[config.mk]
export PLATFORM = sky130hd
export DESIGN_NAME = pulse_train_gen
export DESIGN_NICKNAME = d
export VERILOG_FILES = /design/src/rtl/pulse_pkg.sv /design/src/rtl/pulse_timer.sv /design/src/rtl/pulse_train_gen.sv
export SDC_FILE = /design/constraint.sdc
export NUM_CORES = 1
export LEC_CHECK = 0
export CAP_MARGIN = 20
export CELL_PAD_IN_SITES_DETAIL_PLACEMENT = 0
export CELL_PAD_IN_SITES_GLOBAL_PLACEMENT = 2
export CORE_MARGIN = 3
export CORE_UTILIZATION = 39
export DETAILED_ROUTE_END_ITERATION = 10
export PLACE_DENSITY = 0.85
export SLEW_MARGIN = 25
export SYNTH_ARGS = -nofsm -noshare
export SYNTH_HDL_FRONTEND = slang
export SYNTH_SLANG_ARGS = --single-unit
[constraint.sdc]
create_clock -name clk -period 7 [get_ports clk]
set_clock_uncertainty 0.15 [all_clocks]
set_input_delay 1.05 -clock clk [delete_from_list [all_inputs] [get_ports clk]]
set_output_delay 1.05 -clock clk [all_outputs]
set_load 0.05 [all_outputs]
[src/rtl/pulse_pkg.sv]
// Shared types and constants for the pulse train generator.
package pulse_pkg;

    typedef enum logic [1:0] {
        IDLE = 2'd0,
        HIGH = 2'd1,
        LOW  = 2'd2,
        DONE = 2'd3
    } state_t;

    localparam int WIDTH_DEF   = 16;
    localparam int BURST_W_DEF = 8;
    localparam int CLAMP_MIN   = 2;

endpackage

[src/rtl/pulse_timer.sv]
// Loadable down-counter; expire marks the last cycle of a phase (value == 1).
module pulse_timer #(
    parameter int WIDTH = 16
) (
    input  logic             clk,
    input  logic             reset,
    input  logic             load,
    input  logic [WIDTH-1:0] load_val,
    output logic [WIDTH-1:0] value,
    output logic             expire
);

    always_ff @(posedge clk or posedge reset) begin
        if (reset)
            value <= '0;
        else if (load)
            value <= load_val;
        else if (value != '0)
            value <= value - WIDTH'(1);
    end

    assign expire = (value == WIDTH'(1));

endmodule

[src/rtl/pulse_train_gen.sv]
// Burst pulse-train generator: H cycles high, P-H cycles low, N pulses or until stop.
module pulse_train_gen
    import pulse_pkg::*;
#(
    parameter int WIDTH   = WIDTH_DEF,
    parameter int BURST_W = BURST_W_DEF
) (
    input  logic               clk,
    input  logic               reset,
    input  logic               start,
    input  logic               stop,
    input  logic [WIDTH-1:0]   period,
    input  logic [WIDTH-1:0]   high_len,
    input  logic [BURST_W-1:0] burst_cnt,
    output logic               so,
    output logic               edge_tick,
    output logic               busy,
    output logic               done_tick
);

    state_t               state, state_nx;
    logic [WIDTH-1:0]     p_lat, h_lat, p_clamp, h_clamp;
    logic [WIDTH-1:0]     load_val, tmr_val;
    logic [BURST_W-1:0]   n_lat, pulse_num;
    logic                 stop_pending, load, expire, last_pulse;
    logic                 unused_tmr;

    pulse_timer #(.WIDTH(WIDTH)) u_timer (
        .clk      (clk),
        .reset    (reset),
        .load     (load),
        .load_val (load_val),
        .value    (tmr_val),
        .expire   (expire)
    );

    // Phase sequencing only needs the expire strobe.
    assign unused_tmr = ^tmr_val;

    always_comb begin
        p_clamp = (period < WIDTH'(CLAMP_MIN)) ? WIDTH'(CLAMP_MIN) : period;
        if (high_len == '0)
            h_clamp = WIDTH'(1);
        else if (high_len >= p_clamp)
            h_clamp = p_clamp - WIDTH'(1);
        else
            h_clamp = high_len;
    end

    assign last_pulse = (n_lat != '0) && (pulse_num == n_lat);

    always_comb begin
        state_nx = state;
        load     = 1'b0;
        load_val = h_lat;
        case (state)
            IDLE: if (start) begin
                state_nx = HIGH;
                load     = 1'b1;
                load_val = h_clamp;
            end
            HIGH: if (expire) begin
                state_nx = LOW;
                load     = 1'b1;
                load_val = p_lat - h_lat;
            end
            // A stop arriving on the final low cycle still ends this period.
            LOW: if (expire) begin
                if (last_pulse || stop_pending || stop) begin
                    state_nx = DONE;
                end else begin
                    state_nx = HIGH;
                    load     = 1'b1;
                    load_val = h_lat;
                end
            end
            DONE:    state_nx = IDLE;
            default: state_nx = IDLE;
        endcase
    end

    always_ff @(posedge clk or posedge reset) begin
        if (reset) begin
            state        <= IDLE;
            p_lat        <= '0;
            h_lat        <= '0;
            n_lat        <= '0;
            pulse_num    <= '0;
            stop_pending <= 1'b0;
        end else begin
            state <= state_nx;
            if (state == IDLE && start) begin
                p_lat        <= p_clamp;
                h_lat        <= h_clamp;
                n_lat        <= burst_cnt;
                pulse_num    <= BURST_W'(1);
                stop_pending <= 1'b0;
            end else begin
                if ((state == HIGH || state == LOW) && stop)
                    stop_pending <= 1'b1;
                else if (state == DONE)
                    stop_pending <= 1'b0;
                if (state == LOW && state_nx == HIGH && n_lat != '0)
                    pulse_num <= pulse_num + BURST_W'(1);
            end
        end
    end

    // Outputs are registered from the next state so they align with it.
    always_ff @(posedge clk or posedge reset) begin
        if (reset) begin
            so        <= 1'b0;
            edge_tick <= 1'b0;
            busy      <= 1'b0;
            done_tick <= 1'b0;
        end else begin
            so        <= (state_nx == HIGH);
            edge_tick <= (state_nx == HIGH) && (state != HIGH);
            busy      <= (state_nx == HIGH) || (state_nx == LOW);
            done_tick <= (state_nx == DONE);
        end
    end

endmodule

-- Word level (Yosys, flattened, before mapping)
Index checks and enable logic that the tools add are counted.
- register bits after elaboration: 71
- input bits: 44
- add/subtract/negate cells: 4
- order comparisons: 2
- equal/unequal tests: 9
- mux-type cells: 23
- reductions and logical operators: 17
- operators by type and width (kind ; count):
    16-bit two-way mux ; 7
    16-bit case mux with 2 select lines ; 1
    16-bit by 1-bit subtractor with 16-bit output (second input constant) ; 2
    16-bit by 1-bit == test with 1-bit output (second input constant) ; 1
    16-bit >= comparator ; 1
    16-bit logical NOT ; 1
    16-bit by 2-bit < comparator with 1-bit output (second input constant) ; 1
    8-bit two-way mux ; 2
    16-bit nonzero test ; 1
    16-bit subtractor ; 1
    8-bit by 1-bit adder with 8-bit output (second input constant) ; 1
    2-bit == test (second input constant) ; 4
    8-bit == test ; 1
    2-bit two-way mux ; 4
    2-bit case mux with 4 select lines ; 1
    8-bit nonzero test ; 1
    1-bit two-way mux ; 7
    1-bit logical AND ; 6
    2-bit by 1-bit == test with 1-bit output (second input constant) ; 2
    1-bit logical OR ; 4
    2-bit nonzero test ; 2
    1-bit case mux with 3 select lines ; 1
    3-bit nonzero test ; 1
    2-bit logical NOT ; 1
    2-bit by 1-bit inequality test with 1-bit output (second input constant) ; 1

-- Depth between registers and ports, before layout
Gate-level depths: netlist of the first run.
- depth after elaboration: 12
- depth in mapped cells: 16
- gate-level depth less buffers: 14

-- Modules after synthesis
From an unflattened synthesis of the first run, not the netlist that was laid out.
- cells, all modules: 606
- area total of the unflattened synthesis: 5247.5 µm²
- by module, submodules not included (module ; times used ; cells each ; area each (µm²) ; sequential area each (µm²)):
    pulse_train_gen ; 1 ; 499 ; 4240.3 ; 1376.3
    pulse_timer ; 1 ; 107 ; 1007.2 ; 400.4

-- Worst setup path before layout of the first run
OpenSTA, ideal clock, no wires.
- path kind: in2reg
- start point: input period[10]
- end point: register u_timer.value[15]
- arrival: 4.661 ns
- required time: 6.724 ns
- path slack: 2.063 ns
- stages: 13
- buffers on the path: 1
- path through: or4_1 nor4_1 nand3b_1 nand2_1 inv_1 ha_1 nor3b_1 o21ai_0 a211oi_1 o31ai_1 clkbuf_1 o21ai_0 a221o_1
- word-level cells in the longest chain between the ends: 8
- elaborated cells between the ends (all ways): 9
- those cells by class: add/sub (1); order compare (2); mux (6)
- ends and longest elaborated chain (element ; RTL line ; source):
    start: declaration ; pulse_train_gen.sv:12 ; input logic [WIDTH-1:0] period,
    16-bit by 2-bit < comparator with 1-bit output (*) ; pulse_train_gen.sv:41 ; p_clamp = (period < WIDTH'(CLAMP_MIN)) ? WIDTH'(CLAMP_MIN) : period;
    16-bit two-way mux (*) ; pulse_train_gen.sv:41 ;
    named net p_clamp[0] ; pulse_train_gen.sv:22 ; logic [WIDTH-1:0] p_lat, h_lat, p_clamp, h_clamp;
    16-bit by 1-bit subtractor with 16-bit output or 16-bit >= comparator (tied branches) ; pulse_train_gen.sv:45, pulse_train_gen.sv:44 ;
    16-bit two-way mux (*) ; pulse_train_gen.sv:44 ; else if (high_len >= p_clamp)
    16-bit two-way mux (*) ; pulse_train_gen.sv:42 ; if (high_len == '0)
    16-bit two-way mux (*) ; pulse_train_gen.sv:57 ; IDLE: if (start) begin
    16-bit case mux with 2 select lines (*) ; pulse_train_gen.sv:56 ; case (state)
    16-bit two-way mux (*) ; pulse_timer.sv:16 ; else if (load)
    end signal: assignment ; pulse_timer.sv:17 ; value <= load_val;
    end signal: assignment ; pulse_timer.sv:19 ; value <= value - WIDTH'(1);
    end: declaration ; pulse_timer.sv:9 ; output logic [WIDTH-1:0] value,
The timed path passes the listed nets; every way through them passes the cells marked *.
A chain may end at the register's enable or synchronous reset.

-- Worst setup path in the final report of the first run
- start point: input period[8]
- end point: register u_timer.value[0]
Same word-level chain as after synthesis.

==> impl_metrics.prom, run 1 <==
# TYPE chip_impl_metric gauge
chip_impl_info{name="run_status",value="completed"} 1
chip_impl_metric{name="cts_setup_buffers",unit=""} 0
chip_impl_info{name="netlist_top_cells_count",value="sky130_fd_sc_hd__nand2_1 (81), sky130_fd_sc_hd__dfrtp_1 (71), sky130_fd_sc_hd__o21ai_0 (45)"} 1
chip_impl_metric{name="number_of_sinks_handled_by_clock_tree_synthesis",unit=""} 71
chip_impl_metric{name="post_cts_hold_buffer_count",unit=""} 0
chip_impl_metric{name="setup-tns-final",unit="ns"} 0
chip_impl_metric{name="grt_max_degree",unit=""} 72
chip_impl_metric{name="grt_pass1_vias",unit=""} 4268
chip_impl_metric{name="fmaxAchievable",unit="MHz"} 190
chip_impl_metric{name="detail_route.drc_violations",unit=""} 0
chip_impl_metric{name="max_slew_violations",unit=""} 0
chip_impl_metric{name="finalPower",unit="W"} 0.00102
chip_impl_metric{name="cts.clk_slew.worst_paths",unit="ns"} 0.06
chip_impl_metric{name="synth.ff_latch_count",unit=""} 71
chip_impl_metric{name="routed_wirelength",unit="um"} 13600
chip_impl_metric{name="globalplace.congestion",unit=""} 0.824
chip_impl_info{name="grt_setup_unrepaired",value="false"} 1
chip_impl_metric{name="synthesis.yosys.warnings",unit=""} 0
chip_impl_info{name="cts_tree",value="yes"} 1
chip_impl_metric{name="gr-usage-all-layers",unit=""} 0.195
chip_impl_metric{name="post-route-util",unit=""} 0.481
chip_impl_metric{name="initial_utilization",unit=""} 0.404
chip_impl_metric{name="worst-r2r-cell-count",unit=""} 12
chip_impl_info{name="yosysTopAreaCell",value="sky130_fd_sc_hd__dfrtp_1"} 1
chip_impl_metric{name="worst_slew_margin_rel",unit=""} 0.324
chip_impl_info{name="hold_class",value="flip-flop to flip-flop"} 1
chip_impl_metric{name="numCtsBuffers",unit=""} 9
chip_impl_metric{name="cell_area_synth",unit="um2"} 5180
chip_impl_info{name="critical_path_s_most_frequent_cell",value="sky130_fd_sc_hd__o21ai_0"} 1
chip_impl_metric{name="timing.max_cap.violations",unit=""} 0
chip_impl_metric{name="die_height",unit="um"} 121
chip_impl_metric{name="drt_first_pass_iters",unit=""} 5
chip_impl_metric{name="cellPowerDensity",unit="nW/um2"} 166
chip_impl_info{name="clk_tree_root_cell",value="sky130_fd_sc_hd__clkbuf_16"} 1
chip_impl_metric{name="cts_resized",unit=""} 0
chip_impl_metric{name="crit_path_max_fanout",unit=""} 27
chip_impl_metric{name="min_path_cells",unit=""} 2
chip_impl_info{name="post-synth-top-count-cell",value="sky130_fd_sc_hd__nand2_1"} 1
chip_impl_metric{name="first_pass_grt_wire_length",unit="um"} 22400
chip_impl_metric{name="num_vias",unit=""} 4431
chip_impl_metric{name="finalNetCount",unit=""} 728
chip_impl_metric{name="cpPeakStageDelay",unit="ns"} 0.82
chip_impl_metric{name="wl_per_cell",unit="um"} 16.6
chip_impl_metric{name="die_width",unit="um"} 121
chip_impl_info{name="criticalPathCategory",value="primary input to flip-flop"} 1
chip_impl_metric{name="die_footprint",unit="um2"} 14700
chip_impl_metric{name="layout.filler_cells",unit=""} 1290
chip_impl_metric{name="synthCells",unit=""} 599
chip_impl_metric{name="final_min_period",unit="ns"} 5.26
chip_impl_metric{name="count_of_placed_standard_cells_in_the_final_layout_fillers_left_out",unit=""} 818
chip_impl_metric{name="number_of_library_cell_types_mapped_by_synthesis",unit=""} 62
chip_impl_metric{name="timing.final.setup_violations",unit=""} 0
chip_impl_info{name="worstPathCellList",value="clkdlybuf4s50_1, or4_1, nor4_1, buf_4, nand3b_1, nand2_1, inv_1, ha_1, nor3b_1, o21ai_0, a211oi_1, o31ai_4, mux2_2, o21ai_0, a31oi_2"} 1
chip_impl_info{name="critPathSlowestCell",value="sky130_fd_sc_hd__o31ai_4"} 1
chip_impl_metric{name="layout_cell_share_with_drive_strength_beyond_1",unit=""} 0.0697
chip_impl_metric{name="arrival_time_reported_for_the_critical_path_endpoint",unit="ns"} 5.31
chip_impl_metric{name="total_leakage_power",unit="nW"} 2.81
chip_impl_metric{name="fp.coreArea",unit="um2"} 12800
chip_impl_metric{name="total_instance_count_after_detailed_placement",unit=""} 802
chip_impl_metric{name="timing.hold.ws",unit="ns"} 0.338
chip_impl_metric{name="areaGrowthSynthToFinish",unit="%"} 19.0
chip_impl_metric{name="synthDominantCellAreaShare",unit=""} 0.343
chip_impl_metric{name="synthesis.area_per_instance",unit="um2"} 8.65
chip_impl_metric{name="worstPathRequired",unit="ns"} 7.05
chip_impl_metric{name="via_per_inst",unit=""} 5.42
chip_impl_metric{name="place.port_buffers",unit=""} 47
chip_impl_metric{name="drtIter0Drc",unit=""} 189
chip_impl_metric{name="syn_nets",unit=""} 685
chip_impl_info{name="category_of_the_worst_setup_path_launch_point",value="primary input"} 1
chip_impl_metric{name="ys_seq_area_frac",unit=""} 0.343
chip_impl_metric{name="period_utilization",unit=""} 0.752
chip_impl_metric{name="num_antenna_cells",unit=""} 0
chip_impl_metric{name="worst_ir_drop_vdd",unit="V"} 0.000132
chip_impl_metric{name="grt_antenna_before_repair",unit=""} 0
chip_impl_metric{name="finalHoldViolCount",unit=""} 0
chip_impl_metric{name="post_synth_edffs",unit=""} 0
chip_impl_metric{name="detailedPlacementHpwl",unit="um"} 10400
chip_impl_metric{name="worst-slew-pin-transition",unit="ns"} 1.01
chip_impl_metric{name="htreeDepth",unit=""} 3
chip_impl_metric{name="floorplan.rows",unit=""} 41
chip_impl_metric{name="antenna_left",unit=""} 0
chip_impl_info{name="dominantRegCellSynth",value="sky130_fd_sc_hd__dfrtp_1"} 1
chip_impl_metric{name="ios",unit=""} 48
chip_impl_metric{name="clk_latency",unit="ns"} 0.34
chip_impl_info{name="post_synth_main_area_contributors",value="sky130_fd_sc_hd__dfrtp_1 (34%), sky130_fd_sc_hd__ha_1 (9.9%), sky130_fd_sc_hd__nand2_1 (5.9%)"} 1
chip_impl_metric{name="overflow",unit=""} 0
chip_impl_metric{name="cts.path.max_buffers",unit=""} 2
chip_impl_metric{name="async_reset_ff_frac",unit=""} 1.00
chip_impl_info{name="worstSetupEndpointType",value="flip-flop"} 1
## routing by layer
metal | track usage | vias to the layer above | share of wire
met5 | 0 | - | 0
met4 | 0.0602 | 0 | 0.013
met3 | 0.0401 | 10 | 0.048
met2 | 0.271 | 104 | 0.41
met1 | 0.300 | 2074 | 0.53
li1 | - | 2243 | -
## critical path: cells and delay by family
| family | cells | cell delay (ns) |
|---|---|---|
| AO/OA/AOI/OAI | 5 | 1.42 |
| AND/OR/NAND/NOR | 5 | 1.35 |
| buffers and inverters | 3 | 0.78 |
| multiplexers | 1 | 0.43 |
| adder cells (fa/ha/maj) | 1 | 0.27 |
## final timing paths
path	end	slack (ns)	start
hold / removal	p_lat[11]$_DFFE_PP0P_	0.34	p_lat[11]$_DFFE_PP0P_
hold reg to reg	p_lat[11]$_DFFE_PP0P_	0.34	p_lat[11]$_DFFE_PP0P_
setup reg to reg	pulse_num[7]$_DFFE_PP0P_	3.08	u_timer.value[12]$_DFFE_PP0P_
setup / recovery	u_timer.value[0]$_DFFE_PP0P_	1.74	period[8]
min in group asynchronous	state[0]$_DFF_PP0_	0.90	reset
max in group asynchronous	h_lat[0]$_DFFE_PP0P_	5.24	reset
## area by class of cell
| class | count | area [um2] | share of cell area |
|---|---|---|---|
| Clock buffer | 9 | 225 | 0.0365 |
| Timing Repair Buffer | 54 | 543 | 0.0881 |
| Multi-Input combinational cell | 465 | 3140 | 0.509 |
| Sequential cell | 71 | 1780 | 0.288 |
| Tap cell | 172 | 215 | 0.0349 |
| Clock inverter | 6 | 110 | 0.0179 |
| Inverter | 41 | 154 | 0.0250 |
## logic make-up (layout without fill, tap and decap cells)
logic type	count (synthesis)	in the layout	share of synthesized area
and+or+nand+nor	217	217	0.202
xor gates and xnor gates	44	44	0.0744
AOI/OAI and AO/OA	152	152	0.204
adders and majority gates	42	42	0.103
muxes	10	10	0.0203
DFF	71	71	0.343
buffers and inverters	63	110	0.0536
## layout by cell type, fill, tap and decap left out, drive strengths merged, types with 4 or more instances in the layout
cell type and count:
or3 7, a21o 10, ha 41, nand2b 4, nor2b 6, buf 7, o211ai 10, o21ai 45
a21oi 26, a22oi 9, nand3 17, a41oi 7, xor2 18, dfrtp 71, nand2 81, xnor2 26
a211oi 5, inv 41, a31oi 9, and2 4, mux2i 6, nor2 44, and3 4, or4 7
o2111ai 5, mux2 4, nand4 5, nor4 14, clkdlybuf4s50 47, clkbuf 9, nor3 13
## per-stage QoR
step | area (um2) | worst slack [ns]
floorplan | 5180 | 2.06
global placement | 5800 | 1.51
detailed placement | 5800 | 1.38
CTS | 6140 | 1.73
global route | 6160 | 1.29
finish | 6160 | 1.74
## sequential cells by signal, summed over array words and instances (netlist names), 2 cells and up
register	flops
state	2
n_lat	8
h_lat	16
u_timer.value	16
p_lat	16
pulse_num	8
## power breakdown
part	internal, W	switching, W
Combinational	0.0000420	0.0000473
Sequential	0.000411	0.0000000000000000000178
Clock	0.000345	0.000176
Power figures use the tool's default switching activity.
==> run 2: changes to the inputs <==
--- a/config.mk
+++ b/config.mk
@@ -9,9 +9,9 @@
 export CELL_PAD_IN_SITES_DETAIL_PLACEMENT = 0
 export CELL_PAD_IN_SITES_GLOBAL_PLACEMENT = 2
 export CORE_MARGIN = 3
-export CORE_UTILIZATION = 39
+export CORE_UTILIZATION = 32
 export DETAILED_ROUTE_END_ITERATION = 10
-export PLACE_DENSITY = 0.85
+export PLACE_DENSITY = 0.74
 export SLEW_MARGIN = 25
 export SYNTH_ARGS = -nofsm -noshare
 export SYNTH_HDL_FRONTEND = slang
==> constraint.sdc (replaced) <==
create_clock -name clk -period 4.5 [get_ports clk]
set_clock_uncertainty 0.15 [all_clocks]
set_input_delay 0.675 -clock clk [delete_from_list [all_inputs] [get_ports clk]]
set_output_delay 0.675 -clock clk [all_outputs]
set_load 0.05 [all_outputs]
==> run 2 against run 1 <==
Effect of this change:
- hold slack better by 0.00094 ns
- core utilization fell by 7.8 points
- combinational power rose by 65%
- largest cell class unchanged
- largest power group unchanged
==> impl_metrics.prom, run 2 (synthesis results as in run 1) <==
# TYPE chip_impl_metric gauge
chip_impl_info{name="run_status",value="completed"} 1
chip_impl_metric{name="number_of_sinks_handled_by_clock_tree_synthesis",unit=""} 71
chip_impl_info{name="critPathLaunch",value="period[10]"} 1
chip_impl_metric{name="via_per_inst",unit=""} 5.17
chip_impl_metric{name="routed_wirelength",unit="um"} 14500
chip_impl_metric{name="max_slew_violations",unit=""} 0
chip_impl_metric{name="detail_route.drc_violations",unit=""} 0
chip_impl_metric{name="drtIter0Drc",unit=""} 223
chip_impl_metric{name="detailedPlacementHpwl",unit="um"} 11200
chip_impl_info{name="worstSetupEndpointType",value="flip-flop"} 1
chip_impl_metric{name="num_antenna_cells",unit=""} 0
chip_impl_metric{name="first_pass_grt_wire_length",unit="um"} 24100
chip_impl_metric{name="num_vias",unit=""} 4471
chip_impl_info{name="worstPathCellList",value="clkdlybuf4s50_1, or4_1, nor4_1, buf_4, nand3b_1, nand2_1, inv_1, ha_1, nor3b_1, o21ai_0, a211oi_1, buf_4, o31ai_4, buf_12, mux2_2, a22oi_1, a31oi_1"} 1
chip_impl_metric{name="grt_max_degree",unit=""} 50
chip_impl_metric{name="count_of_placed_standard_cells_in_the_final_layout_fillers_left_out",unit=""} 864
chip_impl_metric{name="die_footprint",unit="um2"} 17800
chip_impl_metric{name="grt_pass1_vias",unit=""} 4526
chip_impl_metric{name="clk_latency",unit="ns"} 0.34
chip_impl_info{name="worst_setup_path_endpoint",value="u_timer.value[12]$_DFFE_PP0P_"} 1
chip_impl_metric{name="fp.coreArea",unit="um2"} 15500
chip_impl_metric{name="initial_utilization",unit=""} 0.333
chip_impl_info{name="criticalPathCategory",value="primary input to flip-flop"} 1
chip_impl_info{name="category_of_the_worst_setup_path_launch_point",value="primary input"} 1
chip_impl_metric{name="floorplan.rows",unit=""} 45
chip_impl_metric{name="cts.clk_slew.worst_paths",unit="ns"} 0.06
chip_impl_metric{name="worst_ir_drop_vdd",unit="V"} 0.000180
chip_impl_info{name="clk_tree_root_cell",value="sky130_fd_sc_hd__clkbuf_16"} 1
chip_impl_metric{name="finalHoldViolCount",unit=""} 0
chip_impl_info{name="cts_tree",value="yes"} 1
chip_impl_metric{name="timing.max_cap.violations",unit=""} 0
chip_impl_metric{name="crit_path_max_fanout",unit=""} 27
chip_impl_info{name="layout.cells.most_common_list",value="sky130_fd_sc_hd__nand2_1 (81), sky130_fd_sc_hd__dfrtp_1 (71), sky130_fd_sc_hd__clkdlybuf4s50_1 (47), sky130_fd_sc_hd__o21ai_0 (45), sky130_fd_sc_hd__nor2_1 (44)"} 1
chip_impl_metric{name="cts_resized",unit=""} 0
chip_impl_metric{name="fmaxAchievable",unit="MHz"} 239
chip_impl_info{name="critPathSlowestCell",value="sky130_fd_sc_hd__or4_1"} 1
chip_impl_info{name="top_regs",value="h_lat: 16 flops, p_lat: 16 flops, u_timer.value: 16 flops"} 1
chip_impl_metric{name="die_height",unit="um"} 133
chip_impl_info{name="critical_path_s_most_frequent_cell",value="sky130_fd_sc_hd__buf_4"} 1
chip_impl_metric{name="place.port_buffers",unit=""} 47
chip_impl_metric{name="overflow",unit=""} 0
chip_impl_metric{name="finalPower",unit="W"} 0.00161
chip_impl_metric{name="areaGrowthSynthToFinish",unit="%"} 20.9
chip_impl_metric{name="grt_antenna_before_repair",unit=""} 0
chip_impl_metric{name="layout_cell_share_with_drive_strength_beyond_1",unit=""} 0.0796
chip_impl_metric{name="timing.reg2reg.setup_slack",unit="ns"} 0.54
chip_impl_metric{name="worst_slew_margin_rel",unit=""} 0.418
chip_impl_metric{name="total_leakage_power",unit="nW"} 2.85
chip_impl_metric{name="die_width",unit="um"} 133
chip_impl_metric{name="gr-usage-all-layers",unit=""} 0.170
chip_impl_metric{name="arrival_time_reported_for_the_critical_path_endpoint",unit="ns"} 4.22
chip_impl_info{name="rr_startpoint",value="u_timer.value[12]$_DFFE_PP0P_"} 1
chip_impl_metric{name="layout.filler_cells",unit=""} 1616
chip_impl_metric{name="worst-r2r-cell-count",unit=""} 12
chip_impl_metric{name="drt_first_pass_iters",unit=""} 5
chip_impl_metric{name="total_instance_count_after_detailed_placement",unit=""} 848
chip_impl_metric{name="ios",unit=""} 48
chip_impl_metric{name="wl_per_cell",unit="um"} 16.8
chip_impl_metric{name="cts_setup_buffers",unit=""} 0
chip_impl_metric{name="setup-tns-final",unit="ns"} 0
chip_impl_metric{name="numCtsBuffers",unit=""} 9
chip_impl_info{name="hold_class",value="flip-flop to flip-flop"} 1
chip_impl_metric{name="worst-slew-pin-transition",unit="ns"} 0.870
chip_impl_info{name="timing.rr.end",value="pulse_num[7]$_DFFE_PP0P_"} 1
chip_impl_metric{name="htreeDepth",unit=""} 3
chip_impl_metric{name="timing.final.setup_violations",unit=""} 0
chip_impl_metric{name="final_min_period",unit="ns"} 4.19
chip_impl_metric{name="cts.path.max_buffers",unit=""} 2
chip_impl_metric{name="timing.hold.ws",unit="ns"} 0.338
chip_impl_metric{name="period_utilization",unit=""} 0.931
chip_impl_metric{name="finalNetCount",unit=""} 734
chip_impl_metric{name="post_cts_hold_buffer_count",unit=""} 0
chip_impl_metric{name="globalplace.congestion",unit=""} 0.866
chip_impl_metric{name="antenna_left",unit=""} 0
chip_impl_info{name="grt_setup_unrepaired",value="false"} 1
chip_impl_metric{name="cpPeakStageDelay",unit="ns"} 0.55
chip_impl_metric{name="worstPathRequired",unit="ns"} 4.54
chip_impl_metric{name="post-route-util",unit=""} 0.403
chip_impl_metric{name="cellPowerDensity",unit="nW/um2"} 258
chip_impl_info{name="most_frequent_standard_cell_in_the_layout_excluding_fill_and_tap_cells",value="sky130_fd_sc_hd__nand2_1"} 1
-- run 2: cell types whose count changed in the layout (fill, tap and decap cells not counted), sizes merged --
cell	previous run	this run
clkbuf	9	10
clkinvlp	2	1
clkinv	1	2
buf	7	13
-- run 2: per-stage QoR --
stage / instance area, um2 / setup WS, ns
5_1_grt: 6260 / 0.0942
4_1_cts: 6260 / 0.308
6_report: 6260 / 0.312
3_3_place_gp: 5920 / 0.0782
3_5_place_dp: 5920 / -0.0400
2_1_floorplan: 5190 / 0.186
-- run 2: how the worst min path moves through the flow --
stage / slack (ns) / start / cells after the start / end
floorplan: 0.30 / p_lat[0]$_DFFE_PP0P_ / 2 / p_lat[0]$_DFFE_PP0P_
global placement: 0.31 / p_lat[0]$_DFFE_PP0P_ / 2 / p_lat[0]$_DFFE_PP0P_
detailed placement: 0.33 / p_lat[6]$_DFFE_PP0P_ / 2 / p_lat[6]$_DFFE_PP0P_
CTS: 0.35 / p_lat[6]$_DFFE_PP0P_ / 2 / p_lat[6]$_DFFE_PP0P_
global route: 0.39 / p_lat[11]$_DFFE_PP0P_ / 2 / p_lat[11]$_DFFE_PP0P_
finish: 0.34 / p_lat[3]$_DFFE_PP0P_ / 2 / p_lat[3]$_DFFE_PP0P_
-- run 2: where the power goes --
group | internal, W | switching [W] | total, W
logic | 0.0000704 | 0.0000763 | 0.000147
registers | 0.000639 | 0.0000000000000000000292 | 0.000639
clock network | 0.000554 | 0.000274 | 0.000828
total | 0.00126 | 0.000350 | 0.00161
-- run 2: final cells by class --
type	instances	area [um2]	area share
inverter	41	154	0.0246
timing repair buffer	60	581	0.0927
multi-input combinational	465	3140	0.501
sequential	71	1780	0.284
clock inverter	6	108	0.0172
clock buffer	10	239	0.0382
tap	211	264	0.0422
-- run 2: critical path: cells and delay by family --
kind                     cells  cell delay (ns)
AND/OR/NAND/NOR              5             1.05
buffers and inverters        5             1.03
AO/OA/AOI/OAI                5             0.84
multiplexers                 1             0.36
adder cells (fa/ha/maj)      1             0.26
-- run 2: per-layer routing --
| layer | GRT usage | up-vias | routed length, um |
|---|---|---|---|
| li1 | - | 2243 | - |
| met1 | 0.257 | 2116 | 7600 |
| met2 | 0.245 | 100 | 6090 |
| met3 | 0.0317 | 12 | 630 |
| met4 | 0.0469 | 0 | 193 |
| met5 | 0 | - | 0 |
==> run 3: changes to the inputs <==
--- a/config.mk
+++ b/config.mk
@@ -6,7 +6,7 @@
 export NUM_CORES = 1
 export LEC_CHECK = 0
 export CAP_MARGIN = 20
-export CELL_PAD_IN_SITES_DETAIL_PLACEMENT = 0
+export CELL_PAD_IN_SITES_DETAIL_PLACEMENT = 1
 export CELL_PAD_IN_SITES_GLOBAL_PLACEMENT = 2
 export CORE_MARGIN = 3
 export CORE_UTILIZATION = 32
==> run 3 against run 2 <==
Effect of this change:
- global-route usage grew 1.0 points
- design area fell by 0.52%
- highest routed layer unchanged
- core utilization decreased by 0.21 points
- combinational power hardly changed
- non-clock buffer count unchanged
- clock power shrank 8.2%
- first-iteration DRC count decreased by 13%
- die area did not move
- critical path type unchanged
- worst setup slack got worse by 0.013 ns
- routed wire length rose by 6.7%
- via count grew 1.8%
- maximum frequency decreased by 0.31%
==> impl_metrics.prom, run 3 (synthesis results as in run 1) <==
# TYPE chip_impl_metric gauge
chip_impl_info{name="run_status",value="completed"} 1
chip_impl_info{name="grt_setup_unrepaired",value="false"} 1
chip_impl_info{name="cts_tree",value="yes"} 1
chip_impl_metric{name="count_of_placed_standard_cells_in_the_final_layout_fillers_left_out",unit=""} 864
chip_impl_metric{name="worstPathRequired",unit="ns"} 4.55
chip_impl_metric{name="cts_resized",unit=""} 0
chip_impl_info{name="top_regs",value="h_lat: 16 flops, p_lat: 16 flops, u_timer.value: 16 flops"} 1
chip_impl_info{name="criticalPathCategory",value="primary input to flip-flop"} 1
chip_impl_metric{name="drtIter0Drc",unit=""} 193
chip_impl_info{name="hold_path.startpoint",value="p_lat[3]$_DFFE_PP0P_"} 1
chip_impl_metric{name="cellPowerDensity",unit="nW/um2"} 249
chip_impl_metric{name="num_vias",unit=""} 4552
chip_impl_metric{name="areaGrowthSynthToFinish",unit="%"} 20.2
chip_impl_metric{name="numCtsBuffers",unit=""} 9
chip_impl_info{name="whs_endpoint",value="p_lat[3]$_DFFE_PP0P_"} 1
chip_impl_metric{name="cts_setup_buffers",unit=""} 0
chip_impl_metric{name="arrival_time_reported_for_the_critical_path_endpoint",unit="ns"} 4.25
chip_impl_metric{name="critical_path_buf_inv_count",unit=""} 5
chip_impl_metric{name="routed_wirelength",unit="um"} 15500
chip_impl_info{name="hold_class",value="flip-flop to flip-flop"} 1
chip_impl_metric{name="die_height",unit="um"} 133
chip_impl_info{name="most_frequent_standard_cell_in_the_layout_excluding_fill_and_tap_cells",value="sky130_fd_sc_hd__nand2_1"} 1
chip_impl_metric{name="via_per_inst",unit=""} 5.27
chip_impl_metric{name="antenna_left",unit=""} 0
chip_impl_metric{name="number_of_sinks_handled_by_clock_tree_synthesis",unit=""} 71
chip_impl_metric{name="place.port_buffers",unit=""} 47
chip_impl_metric{name="num_antenna_cells",unit=""} 0
chip_impl_metric{name="finalNetCount",unit=""} 734
chip_impl_info{name="clk_tree_root_cell",value="sky130_fd_sc_hd__clkbuf_16"} 1
chip_impl_metric{name="cts.clk_slew.worst_paths",unit="ns"} 0.06
chip_impl_metric{name="min_path_cells",unit=""} 2
chip_impl_info{name="worstPathCellList",value="clkdlybuf4s50_1, or4_1, nor4_1, buf_4, nand3b_1, nand2_1, inv_1, ha_1, nor3b_1, o21ai_0, a211oi_1, buf_4, o31ai_4, buf_12, mux2_2, a22oi_1, a31oi_1"} 1
chip_impl_metric{name="worst-r2r-cell-count",unit=""} 12
chip_impl_metric{name="first_pass_grt_wire_length",unit="um"} 25800
chip_impl_metric{name="overflow",unit=""} 0
chip_impl_metric{name="fp.coreArea",unit="um2"} 15500
chip_impl_metric{name="total_instance_count_after_detailed_placement",unit=""} 848
chip_impl_metric{name="detail_route.drc_violations",unit=""} 0
chip_impl_metric{name="finalHoldViolCount",unit=""} 0
chip_impl_metric{name="cpPeakStageDelay",unit="ns"} 0.55
chip_impl_metric{name="post-route-util",unit=""} 0.401
chip_impl_info{name="category_of_the_worst_setup_path_launch_point",value="primary input"} 1
chip_impl_metric{name="post_cts_hold_buffer_count",unit=""} 0
chip_impl_metric{name="drt_first_pass_iters",unit=""} 4
chip_impl_metric{name="crit_path_max_fanout",unit=""} 27
chip_impl_metric{name="die_width",unit="um"} 133
chip_impl_metric{name="layout_cell_share_with_drive_strength_beyond_1",unit=""} 0.0781
chip_impl_info{name="critical_path_s_most_frequent_cell",value="sky130_fd_sc_hd__buf_4"} 1
chip_impl_info{name="rr_startpoint",value="u_timer.value[12]$_DFFE_PP0P_"} 1
chip_impl_metric{name="cts.path.max_buffers",unit=""} 2
chip_impl_metric{name="timing.max_cap.violations",unit=""} 0
chip_impl_metric{name="timing.reg2reg.setup_slack",unit="ns"} 0.50
chip_impl_metric{name="detailedPlacementHpwl",unit="um"} 12100
chip_impl_metric{name="clk_latency",unit="ns"} 0.34
chip_impl_info{name="critical_path.top_delay_family",value="simple AND/OR/NAND/NOR gates"} 1
chip_impl_metric{name="globalplace.congestion",unit=""} 0.866
chip_impl_metric{name="fmaxAchievable",unit="MHz"} 238
chip_impl_metric{name="worst-slew-pin-transition",unit="ns"} 0.886
chip_impl_metric{name="wl_per_cell",unit="um"} 17.9
chip_impl_metric{name="total_leakage_power",unit="nW"} 2.83
chip_impl_metric{name="grt_max_degree",unit=""} 50
chip_impl_metric{name="stdcell_area",unit="um2"} 6230
chip_impl_info{name="worstSetupEndpointType",value="flip-flop"} 1
chip_impl_metric{name="timing.final.setup_violations",unit=""} 0
chip_impl_metric{name="ios",unit=""} 48
chip_impl_metric{name="max_slew_violations",unit=""} 0
chip_impl_metric{name="worst_ir_drop_vdd",unit="V"} 0.000172
chip_impl_metric{name="floorplan.rows",unit=""} 45
chip_impl_metric{name="period_utilization",unit=""} 0.933
chip_impl_metric{name="htreeDepth",unit=""} 3
chip_impl_metric{name="worst_slew_margin_rel",unit=""} 0.407
chip_impl_metric{name="final_min_period",unit="ns"} 4.20
chip_impl_metric{name="grt_antenna_before_repair",unit=""} 0
chip_impl_metric{name="grt_pass1_vias",unit=""} 4800
chip_impl_metric{name="gr-usage-all-layers",unit=""} 0.180
chip_impl_info{name="layout.cells.most_common_list",value="sky130_fd_sc_hd__nand2_1 (81), sky130_fd_sc_hd__dfrtp_1 (71), sky130_fd_sc_hd__clkdlybuf4s50_1 (47), sky130_fd_sc_hd__o21ai_0 (45), sky130_fd_sc_hd__nor2_1 (44)"} 1
chip_impl_metric{name="die_footprint",unit="um2"} 17800
chip_impl_metric{name="initial_utilization",unit=""} 0.333
chip_impl_info{name="timing.rr.end",value="pulse_num[7]$_DFFE_PP0P_"} 1
chip_impl_info{name="critPathSlowestCell",value="sky130_fd_sc_hd__or4_1"} 1
chip_impl_metric{name="dpl-instance-area",unit="um2"} 5920
-- run 3: cell types whose count changed in the layout (fill, tap and decap cells not counted), sizes merged --
cell,before,now
clkinvlp,1,2
bufinv,3,2
-- run 3: area by class of cell --
| class | count | area, um2 |
|---|---|---|
| Clock buffer | 10 | 229 |
| Sequential cell | 71 | 1780 |
| Timing Repair Buffer | 60 | 581 |
| Tap cell | 211 | 264 |
| Clock inverter | 6 | 85.1 |
| Multi-Input combinational cell | 465 | 3140 |
| Inverter | 41 | 154 |
| Fill cell | 1851 | 9310 |
-- run 3: tightest hold or removal path, stage by stage, from the launching register on --
cell and delay (ns):
sky130_fd_sc_hd__dfrtp_1 0.35, sky130_fd_sc_hd__nand2_1 0.05, sky130_fd_sc_hd__o21ai_0 0.06
-- run 3: worst max path at each step --
stage / from / to / slack (ns) / cells past startpoint
floorplan: period[10] / u_timer.value[15]$_DFFE_PP0P_ / 0.19 / 13
global placement: period[10] / u_timer.value[0]$_DFFE_PP0P_ / 0.08 / 17
detailed placement: period[10] / u_timer.value[0]$_DFFE_PP0P_ / -0.04 / 17
CTS: period[10] / u_timer.value[0]$_DFFE_PP0P_ / 0.32 / 17
global route: period[10] / u_timer.value[15]$_DFFE_PP0P_ / 0.06 / 17
finish: period[10] / u_timer.value[12]$_DFFE_PP0P_ / 0.30 / 17
-- run 3: report_power, final --
| group | leakage (nW) | internal [W] | switching, W | total, W |
|---|---|---|---|---|
| Sequential | 0.841 | 0.000639 | 0.0000000000000000000283 | 0.000639 |
| Clock | 0.148 | 0.000483 | 0.000277 | 0.000760 |
| Combinational | 1.84 | 0.0000710 | 0.0000786 | 0.000150 |
-- run 3: per-stage QoR --
stage               setup WS [ns]  setup TNS, ns  hold WS [ns]  power [W]
finish                      0.299              0         0.344    0.00155
global placement           0.0782              0         0.314   0.000797
global route               0.0640              0         0.385    0.00161
floorplan                   0.186              0         0.300   0.000716
CTS                         0.315              0         0.350    0.00157
detailed placement        -0.0401         -0.102         0.337   0.000801
-- run 3: metal layers --
metal  share of wire  wire, um  GRT usage  up-vias
met5               0         0          0        -
met4          0.0061        94     0.0463        0
met3           0.030       462     0.0257        4
met2            0.45      6900      0.277       65
met1            0.52      8020      0.266     2233
li1                -         -          -     2250
